**src/rtl/sram_mem_controller_if.sv**
```systemverilog
// Pipeline-side bus between the MEM stage and the off-chip SRAM controller.
interface sram_mem_controller_if #(
    parameter int DATA_WIDTH = 32
);
    logic [31:0]           Address;
    logic [DATA_WIDTH-1:0] WriteData;
    logic                  MemRead;
    logic                  MemWrite;
    logic [DATA_WIDTH-1:0] ReadData;
    logic                  ready;
    logic                  freeze;

    modport master (
        output Address, WriteData, MemRead, MemWrite,
        input  ReadData, ready, freeze
    );

    modport slave (
        input  Address, WriteData, MemRead, MemWrite,
        output ReadData, ready, freeze
    );
endinterface

```
**src/rtl/sram_mem_controller.sv**
```systemverilog
// Multi-cycle controller that splits each 32-bit MEM-stage access into two
// 16-bit SRAM accesses (low half, then high half) with programmable wait states.
module sram_mem_controller #(
    parameter int          DATA_WIDTH      = 32,
    parameter int          SRAM_ADDR_WIDTH = 18,
    parameter int unsigned BASE_ADDR       = 1024,
    parameter int          WAIT_CYCLES     = 2
) (
    input  logic                       clk,
    input  logic                       rst,
    sram_mem_controller_if.slave       bus,
    output logic [SRAM_ADDR_WIDTH-1:0] sram_addr,
    output logic [DATA_WIDTH/2-1:0]    sram_dq_out,
    input  logic [DATA_WIDTH/2-1:0]    sram_dq_in,
    output logic                       sram_dq_oe,
    output logic                       sram_we_n
);

    localparam int HALF_W = DATA_WIDTH / 2;
    localparam int OFF_W  = SRAM_ADDR_WIDTH - 1;
    localparam int CNT_W  = (WAIT_CYCLES > 0) ? $clog2(WAIT_CYCLES + 1) : 1;

    typedef enum logic [1:0] {IDLE, LOW, HIGH, DONE} state_t;

    state_t                      state_q, state_d;
    logic [CNT_W-1:0]            cnt_q, cnt_d;
    logic                        is_wr_q, is_wr_d;
    logic [OFF_W-1:0]            off_q, off_d;
    logic [DATA_WIDTH-1:0]       wdata_q, wdata_d;
    logic [HALF_W-1:0]           low_q, low_d;
    logic [DATA_WIDTH-1:0]       rdata_q, rdata_d;
    logic                        ready_q, ready_d;
    logic [SRAM_ADDR_WIDTH-1:0]  addr_q, addr_d;
    logic [HALF_W-1:0]           dq_q, dq_d;
    logic                        oe_q, oe_d;
    logic                        we_n_q, we_n_d;

    logic                        req;
    logic                        wait_done;
    logic [OFF_W-1:0]            off_in;

    assign req       = bus.MemRead | bus.MemWrite;
    assign wait_done = (cnt_q == CNT_W'(WAIT_CYCLES));
    // Byte-to-word offset; wraps modulo 2^32 and silently drops high bits.
    assign off_in    = OFF_W'((bus.Address - 32'(BASE_ADDR)) >> 2);

    always_comb begin
        state_d = state_q;
        cnt_d   = cnt_q;
        is_wr_d = is_wr_q;
        off_d   = off_q;
        wdata_d = wdata_q;
        low_d   = low_q;
        rdata_d = rdata_q;
        ready_d = 1'b0;
        addr_d  = addr_q;
        dq_d    = dq_q;
        oe_d    = oe_q;
        we_n_d  = we_n_q;

        case (state_q)
            IDLE: begin
                if (req) begin
                    state_d = LOW;
                    cnt_d   = '0;
                    is_wr_d = bus.MemWrite;
                    off_d   = off_in;
                    wdata_d = bus.WriteData;
                    addr_d  = {off_in, 1'b0};
                    oe_d    = bus.MemWrite;
                    we_n_d  = ~bus.MemWrite;
                    if (bus.MemWrite) dq_d = bus.WriteData[HALF_W-1:0];
                end
            end
            LOW: begin
                cnt_d = cnt_q + CNT_W'(1);
                if (wait_done) begin
                    state_d = HIGH;
                    cnt_d   = '0;
                    addr_d  = {off_q, 1'b1};
                    if (is_wr_q) dq_d  = wdata_q[DATA_WIDTH-1:HALF_W];
                    else         low_d = sram_dq_in;
                end
            end
            HIGH: begin
                cnt_d = cnt_q + CNT_W'(1);
                if (wait_done) begin
                    state_d = DONE;
                    cnt_d   = '0;
                    ready_d = 1'b1;
                    oe_d    = 1'b0;
                    we_n_d  = 1'b1;
                    if (!is_wr_q) rdata_d = {sram_dq_in, low_q};
                end
            end
            DONE: begin
                state_d = IDLE;
            end
            default: begin
                state_d = IDLE;
            end
        endcase
    end

    // Request payload needs no reset; it is always reloaded before use.
    always_ff @(posedge clk) begin
        is_wr_q <= is_wr_d;
        off_q   <= off_d;
        wdata_q <= wdata_d;
        low_q   <= low_d;
        if (rst) begin
            state_q <= IDLE;
            cnt_q   <= '0;
            rdata_q <= '0;
            ready_q <= 1'b0;
            addr_q  <= '0;
            dq_q    <= '0;
            oe_q    <= 1'b0;
            we_n_q  <= 1'b1;
        end else begin
            state_q <= state_d;
            cnt_q   <= cnt_d;
            rdata_q <= rdata_d;
            ready_q <= ready_d;
            addr_q  <= addr_d;
            dq_q    <= dq_d;
            oe_q    <= oe_d;
            we_n_q  <= we_n_d;
        end
    end

    assign bus.ReadData = rdata_q;
    assign bus.ready    = ready_q;
    assign bus.freeze   = req & ~ready_q;
    assign sram_addr    = addr_q;
    assign sram_dq_out  = dq_q;
    assign sram_dq_oe   = oe_q;
    assign sram_we_n    = we_n_q;

endmodule

```
**src/flat_wrapper.sv**
```systemverilog
// flat-port wrapper written by rule: the top's interface ports become plain ports
module sram_mem_controller_flat 
#(
    parameter int          DATA_WIDTH      = 32,
    parameter int          SRAM_ADDR_WIDTH = 18,
    parameter int unsigned BASE_ADDR       = 1024,
    parameter int          WAIT_CYCLES     = 2
)
  (clk, rst, sram_addr, sram_dq_out, sram_dq_in, sram_dq_oe, sram_we_n, bus_Address, bus_WriteData, bus_MemRead, bus_MemWrite, bus_ReadData, bus_ready, bus_freeze);
  sram_mem_controller_if #(.DATA_WIDTH(DATA_WIDTH)) bus_i ();
  input  logic clk;
  input  logic rst;
  output logic [SRAM_ADDR_WIDTH-1:0] sram_addr;
  output logic [DATA_WIDTH/2-1:0] sram_dq_out;
  input  logic [DATA_WIDTH/2-1:0] sram_dq_in;
  output logic sram_dq_oe;
  output logic sram_we_n;
  input wire logic [$bits(bus_i.Address)-1:0] bus_Address;
  input wire logic [$bits(bus_i.WriteData)-1:0] bus_WriteData;
  input wire logic [$bits(bus_i.MemRead)-1:0] bus_MemRead;
  input wire logic [$bits(bus_i.MemWrite)-1:0] bus_MemWrite;
  output wire logic [$bits(bus_i.ReadData)-1:0] bus_ReadData;
  output wire logic [$bits(bus_i.ready)-1:0] bus_ready;
  output wire logic [$bits(bus_i.freeze)-1:0] bus_freeze;
  assign bus_i.Address = bus_Address;
  assign bus_i.WriteData = bus_WriteData;
  assign bus_i.MemRead = bus_MemRead;
  assign bus_i.MemWrite = bus_MemWrite;
  assign bus_ReadData = bus_i.ReadData;
  assign bus_ready = bus_i.ready;
  assign bus_freeze = bus_i.freeze;
  sram_mem_controller #(.DATA_WIDTH(DATA_WIDTH), .SRAM_ADDR_WIDTH(SRAM_ADDR_WIDTH), .BASE_ADDR(BASE_ADDR), .WAIT_CYCLES(WAIT_CYCLES)) u_core (.clk(clk), .rst(rst), .bus(bus_i), .sram_addr(sram_addr), .sram_dq_out(sram_dq_out), .sram_dq_in(sram_dq_in), .sram_dq_oe(sram_dq_oe), .sram_we_n(sram_we_n));
endmodule
```
**config.mk**
```make
export PLATFORM = sky130hd
export DESIGN_NAME = sram_mem_controller_flat
export DESIGN_NICKNAME = d
export VERILOG_FILES = /design/src/rtl/sram_mem_controller_if.sv /design/src/rtl/sram_mem_controller.sv /design/src/flat_wrapper.sv
export SDC_FILE = /design/constraint.sdc
export NUM_CORES = 1
export LEC_CHECK = 0
export CORE_ASPECT_RATIO = 1.5
export CORE_MARGIN = 1.5
export CORE_UTILIZATION = 49
export CTS_CLUSTER_SIZE = 10
export DETAILED_ROUTE_END_ITERATION = 12
export PLACE_DENSITY = 0.84
export SYNTH_ARGS = -nofsm -noshare
export SYNTH_HDL_FRONTEND = slang
export SYNTH_SLANG_ARGS = --single-unit
```
**constraint.sdc**
```tcl
create_clock -name clk -period 4.3 [get_ports clk]
set_input_delay 1.075 -clock clk [delete_from_list [all_inputs] [get_ports clk]]
set_output_delay 1.075 -clock clk [all_outputs]
set_load 0.02 [all_outputs]
```
==> results of run 1 <==
[cell usage after synthesis, types with 3 or more instances]
master | count | share of area [%]
a21oi_1 | 39 | 4.1
nand3_1 | 6 | 0.64
clkbuf_1 | 13 | 1.0
nand2b_1 | 5 | 0.66
a31o_2 | 3 | 0.56
dfxtp_1 | 73 | 31
buf_2 | 8 | 0.85
buf_4 | 3 | 0.48
edfxtp_1 | 50 | 32
a211oi_1 | 26 | 4.1
inv_1 | 9 | 0.71
mux2i_1 | 29 | 6.1
nand2_1 | 75 | 6.0
xor2_1 | 3 | 0.56
o21ai_0 | 5 | 0.53
ha_1 | 5 | 1.3
nor2_1 | 45 | 3.6
[cells in the final DEF (no fill, tap or decap), types with 2 or more instances in the layout]
master,instances
o21ai_0,5
nand3b_1,2
nor2_1,44
clkdlybuf4s50_1,137
bufinv_16,2
xnor2_1,2
buf_4,5
dfxtp_1,73
a21oi_1,39
inv_1,9
nor2b_1,2
a31o_2,3
nand2_1,75
clkinv_4,2
mux2i_1,29
o2111ai_1,2
clkinvlp_4,4
ha_1,4
xor2_1,3
a211oi_1,26
nand3_1,6
nand2b_1,5
nand4b_1,2
inv_6,2
edfxtp_1,50
clkinv_2,3
o21a_1,2
clkbuf_16,18
[power by group through the flow]
stage          clock network [mW]  registers (mW)  logic [mW]
2_1_floorplan                   0            1.83       0.643
3_3_place_gp                    0            1.66        1.28
3_5_place_dp                    0            1.67        1.32
4_1_cts                      1.44            1.66        1.33
5_1_grt                      1.49            1.69        1.43
6_report                     1.42            1.66        1.31
[how the worst max path moves through the flow]
| stage | start | to | slack, ns |
|---|---|---|---|
| 2_1_floorplan | bus_MemRead | bus_freeze | 1.84 |
| 3_3_place_gp | bus_MemWrite | bus_freeze | 0.82 |
| 3_5_place_dp | bus_MemWrite | bus_freeze | 0.81 |
| 4_1_cts | bus_MemWrite | bus_freeze | 0.80 |
| 5_1_grt | bus_MemWrite | bus_freeze | 0.69 |
| 6_report | bus_MemWrite | bus_freeze | 0.81 |
[stage by stage]
stage | worst slack (ns) | hold slack, ns | area [um^2] | total power [mW]
after floorplan | 1.84 | 0.471 | 4730 | 2.48
after global placement | 0.822 | 0.440 | 6160 | 2.94
after detailed placement | 0.809 | 0.447 | 6160 | 2.99
after CTS | 0.804 | 0.457 | 6770 | 4.42
after global routing | 0.693 | 0.480 | 6770 | 4.60
final | 0.807 | 0.456 | 6770 | 4.38
[critical path, stage by stage]
cell             delay [ns]
clkdlybuf4s50_1        0.59
nor2_1                 0.07
nor2_1                 0.08
clkdlybuf4s50_1        0.60
[sequential cells by signal, summed over array words and instances (netlist names), 2 cells and up]
register,cells
u_core.state_q,2
u_core.bus.ReadData,32
u_core.low_q,16
u_core.cnt_q,2
u_core.off_q,17
u_core.sram_addr,18
u_core.wdata_q,16
u_core.sram_dq_out,16
[cell families after synthesis]
kind of cell               synth area share, %
AOI/OAI and AO/OA                         11.6
xor gates and xnor gates                  1.27
adders and majority gates                 1.32
buffers and inverters                     3.31
DFF                                       62.7
muxes                                     6.38
and+or+nand+nor                           13.4
[layer usage]
metal / GRT usage, % / share of wire (%)
met1: 23.9 / 40
met4: 9.17 / 1.9
met3: 5.87 / 5.6
met2: 38.3 / 53
met5: 0 / 0
[area by class of cell]
cell class	count	area (um^2)	share of cell area [%]
clock buffers	19	464	6.86
clock inverters	13	140	2.07
inverters	9	33.8	0.499
multi-input cells	270	1610	23.8
flip-flops and latches	123	2960	43.8
well taps	112	140	2.07
repair buffers	143	1410	20.9
==> flow_summary.yaml, run 1 <==
sta:
  relSlewSlack_pct: 16.5
  fmax_ghz: 0.286
  setup_viol: 0
  hold_viol_final: 0
  tns_ns: 0
  worst_slew_pin_slew_ns: 1.25
  min_period_ns: 3.49
  slew_viol_final: 0
  skew_ns: 0.0106
  period_share_pct: 81.2
  rsz0062_at_grt: "no"
outcome:
  status: "finished, final reports clean"
detailed_routing:
  vias: 3613
  wl_mm: 10.7
  avgViaCountPerCell: 5.24
  post-route-drc-count: 0
  wl_per_cell_um: 15.5
  dr.pass1.iters: 4
  ant_nets: 0
  drt_iter0_drc: 179
synth:
  synth_edf_count: 50
  async_flop_share_pct: 0
  synth_area_um2: 4730
  synth_cell_type_count: 42
  ys.flop_type: "dfxtp_1"
  yosysSeqAreaShare_pct: 62.7
  ys_ff_latch: 123
  syn_inst: 428
  syn_avg_cell_area_um2: 11.0
  syn-num-nets: 517
  ys_warn_count: 0
floorplan:
  core_um2: 9310
  rows: 43
  dieWidth_um: 83.2
  start_util_pct: 50.8
  die_h_um: 123
  ios: 154
  die-area_um2: 10300
clock_network:
  hold_buffers: 0
  cts-root-buf: "clkbuf_16"
  clock_path_buffers: 2
  cts_num_sinks: 123
  clkLatencyLatePin_ns: 0.41
  numCtsBuffers: 17
  htree_num_levels: 4
  clk_pin_slew_ns: 0.05
  cts_setup_buffers: 0
  cts_tree: "done"
  cts_resized: 0
critical_path:
  end_kind: "output port"
  cp_max_fo: 6
  r2r_slack_ns: 2.02
  r2r.worst_path.cells: 6
  critPathRequiredTime_ns: 3.22
  r2r-end: "u_core.bus.ReadData[10]$_SDFFE_PP0P_"
  cp-start-kind: "input port"
  r2r-start: "u_core.state_q[0]$_SDFFE_PP0P_"
  crit_arrival_ns: 2.42
  worstSetupPathType: "input port to output port"
power:
  combPwrFrac_pct: 29.9
  p_sw_share_pct: 31.2
  ir_drop_uv: 412
  p_sw_mw: 1.37
  power_frac_seq_pct: 37.8
  internal-power_mw: 3.01
  power.density_nw_per_um2: 647
  p_leak_nw: 2.39
  pwr-share-clk_pct: 32.3
cells_and_area:
  postLayoutCoreUtil_pct: 72.7
  fillers: 654
  diodes: 0
  layout-drive-gt1-share_pct: 9.01
  nets: 653
  stdcell_count: 689
  area_delta_synth_final_pct: 43.2
placement:
  dp.cells: 657
  place.gp.congestion: 0.806
  io_buffers: 138
  place_hpwl_mm: 7.02
global_route:
  antenna_found_initial: 0
  grt-ovfl-total: 0
  grt_pass1_vias: 3586
  grt_pass1_wl_mm: 17.3
  grt_use_total_pct: 21.4
  grt_max_degree: 67
min_path:
  hp-start: "u_core.bus.ReadData[2]$_SDFFE_PP0P_"
  min_path_cells: 2
  hp-class: "flip-flop to flip-flop"
  min_to: "u_core.bus.ReadData[2]$_SDFFE_PP0P_"
run:
  maxCapViolCount: 0
Power figures use the tool's default switching activity.
==> inputs of run 2 (changes only) <==
--- a/config.mk
+++ b/config.mk
@@ -7,10 +7,10 @@
 export LEC_CHECK = 0
 export CORE_ASPECT_RATIO = 1.5
 export CORE_MARGIN = 1.5
-export CORE_UTILIZATION = 49
+export CORE_UTILIZATION = 41
 export CTS_CLUSTER_SIZE = 10
 export DETAILED_ROUTE_END_ITERATION = 12
-export PLACE_DENSITY = 0.84
+export PLACE_DENSITY = 0.75
 export SYNTH_ARGS = -nofsm -noshare
 export SYNTH_HDL_FRONTEND = slang
 export SYNTH_SLANG_ARGS = --single-unit
==> constraint.sdc (replaced) <==
create_clock -name clk -period 3.1 [get_ports clk]
set_input_delay 0.775 -clock clk [delete_from_list [all_inputs] [get_ports clk]]
set_output_delay 0.775 -clock clk [all_outputs]
set_load 0.02 [all_outputs]
==> run 2 against run 1 <==
Sequential power up 37%. Cell area up 0.43%. Clock skew up 0.0011 ns. Wire length down 0.13%. Largest power group unchanged. Flip-flop and latch count unchanged.
==> flow_summary.yaml, run 2 (synthesized netlist as in run 1, its figures left out) <==
sta:
  fin_hold_ws_ns: 0.452
  min_period_ns: 2.88
  relSlewSlack_pct: 56.0
  worst_slew_pin_slew_ns: 0.660
  fmax_ghz: 0.347
  period_share_pct: 93.0
  slew_viol_final: 0
  tns_ns: 0
  hold_viol_final: 0
  skew_ns: 0.0117
  rsz0062_at_grt: "no"
  setup_viol: 0
global_route:
  grt-ovfl-total: 0
  antenna_found_initial: 0
  grt_max_degree: 62
  grt_pass1_vias: 3587
  grt_pass1_wl_mm: 17.5
  grt_use_total_pct: 18.2
cells_and_area:
  area.sequential_um2: 2960
  fillers: 884
  diodes: 0
  multi_input_area_um2: 1610
  nets: 657
  area_delta_synth_final_pct: 43.8
  mostFrequentLayoutCell: "clkdlybuf4s50_1"
  final_cell_mix: "clkdlybuf4s50_1, nand2_1, dfxtp_1, edfxtp_1, nor2_1"
  largest_reg_flops: 32
  postLayoutCoreUtil_pct: 61.1
  final_cell_area_um2: 6800
  layout-drive-gt1-share_pct: 9.64
floorplan:
  core_um2: 11100
  dieWidth_um: 90.7
  die-area_um2: 12200
  start_util_pct: 42.5
  rows: 47
  ios: 154
  die_h_um: 134
critical_path:
  crit_start: "bus_MemRead"
  r2r-start: "u_core.state_q[0]$_SDFFE_PP0P_"
  end_kind: "output port"
  worstSetupPathType: "input port to output port"
  critPathRequiredTime_ns: 2.32
  cp-start-kind: "input port"
  cp_max_fo: 4
  crit_arrival_ns: 2.11
placement:
  post_dp_cell_area_um2: 6240
  place.gp.congestion: 0.795
  io_buffers: 138
  place_hpwl_mm: 7.29
clock_network:
  cts_resized: 0
  clk_pin_slew_ns: 0.05
  cts_num_sinks: 123
  hold_buffers: 0
  cts-root-buf: "clkbuf_16"
  cts_tree: "done"
  clkLatencyLatePin_ns: 0.41
  numCtsBuffers: 17
  cts_setup_buffers: 0
  clock_path_buffers: 2
  htree_num_levels: 4
detailed_routing:
  post-route-drc-count: 0
  avgViaCountPerCell: 4.94
  ant_nets: 0
  dr.pass1.iters: 4
  vias: 3594
  drt_iter0_drc: 112
  wl_per_cell_um: 14.6
  wl_mm: 10.7
min_path:
  hp-start: "u_core.bus.ReadData[17]$_SDFFE_PP0P_"
  hp-class: "flip-flop to flip-flop"
run:
  maxCapViolCount: 0
power:
  ir_drop_uv: 486
  power.density_nw_per_um2: 876
  p_leak_nw: 2.41
outcome:
  status: "finished, final reports clean"
-- run 2: worst max-delay path: stages --
cell             delay (ns)
clkdlybuf4s50_1        0.56
nor2_1                 0.08
nor2_1                 0.09
clkdlybuf4s50_1        0.60
-- run 2: cell type report --
class	count	area share, %
sequential	123	43.6
timing repair buffer	147	21.2
clock inverter	14	1.60
tap	147	2.71
clock buffer	18	6.63
multi-input combinational	270	23.7
inverter	9	0.497
-- run 2: layer usage --
metal | global-route usage (%) | vias to the layer above | part of all wire [%]
li1 | - | 1789 | -
met1 | 20.5 | 1675 | 41
met2 | 31.8 | 117 | 52
met3 | 5.69 | 13 | 6.1
met4 | 7.14 | 0 | 1.2
met5 | 0 | - | 0
-- run 2: metrics by stage --
stage | worst slack (ns) | total power, mW | cells
final | 0.217 | 5.95 | 728
after global routing | 0.177 | 6.27 | 728
after CTS | 0.207 | 6.02 | 728
after detailed placement | 0.213 | 4.18 | 696
after global placement | 0.237 | 4.12 | 696
after floorplan | 1.08 | 3.44 | 428
-- run 2: where the power goes --
group / switching, mW / internal [mW]
clock: 0.733 / 1.08
combinational: 1.02 / 0.836
sequential: 0.173 / 2.11
-- run 2: final timing paths --
check / slack, ns / end / depth (start not counted)
max reg2reg: 1.06 / u_core.sram_addr[1]$_SDFFE_PP0P_ / 7
min: 0.45 / u_core.bus.ReadData[17]$_SDFFE_PP0P_ / 2
max: 0.22 / bus_freeze / 4
min reg2reg: 0.45 / u_core.bus.ReadData[17]$_SDFFE_PP0P_ / 2
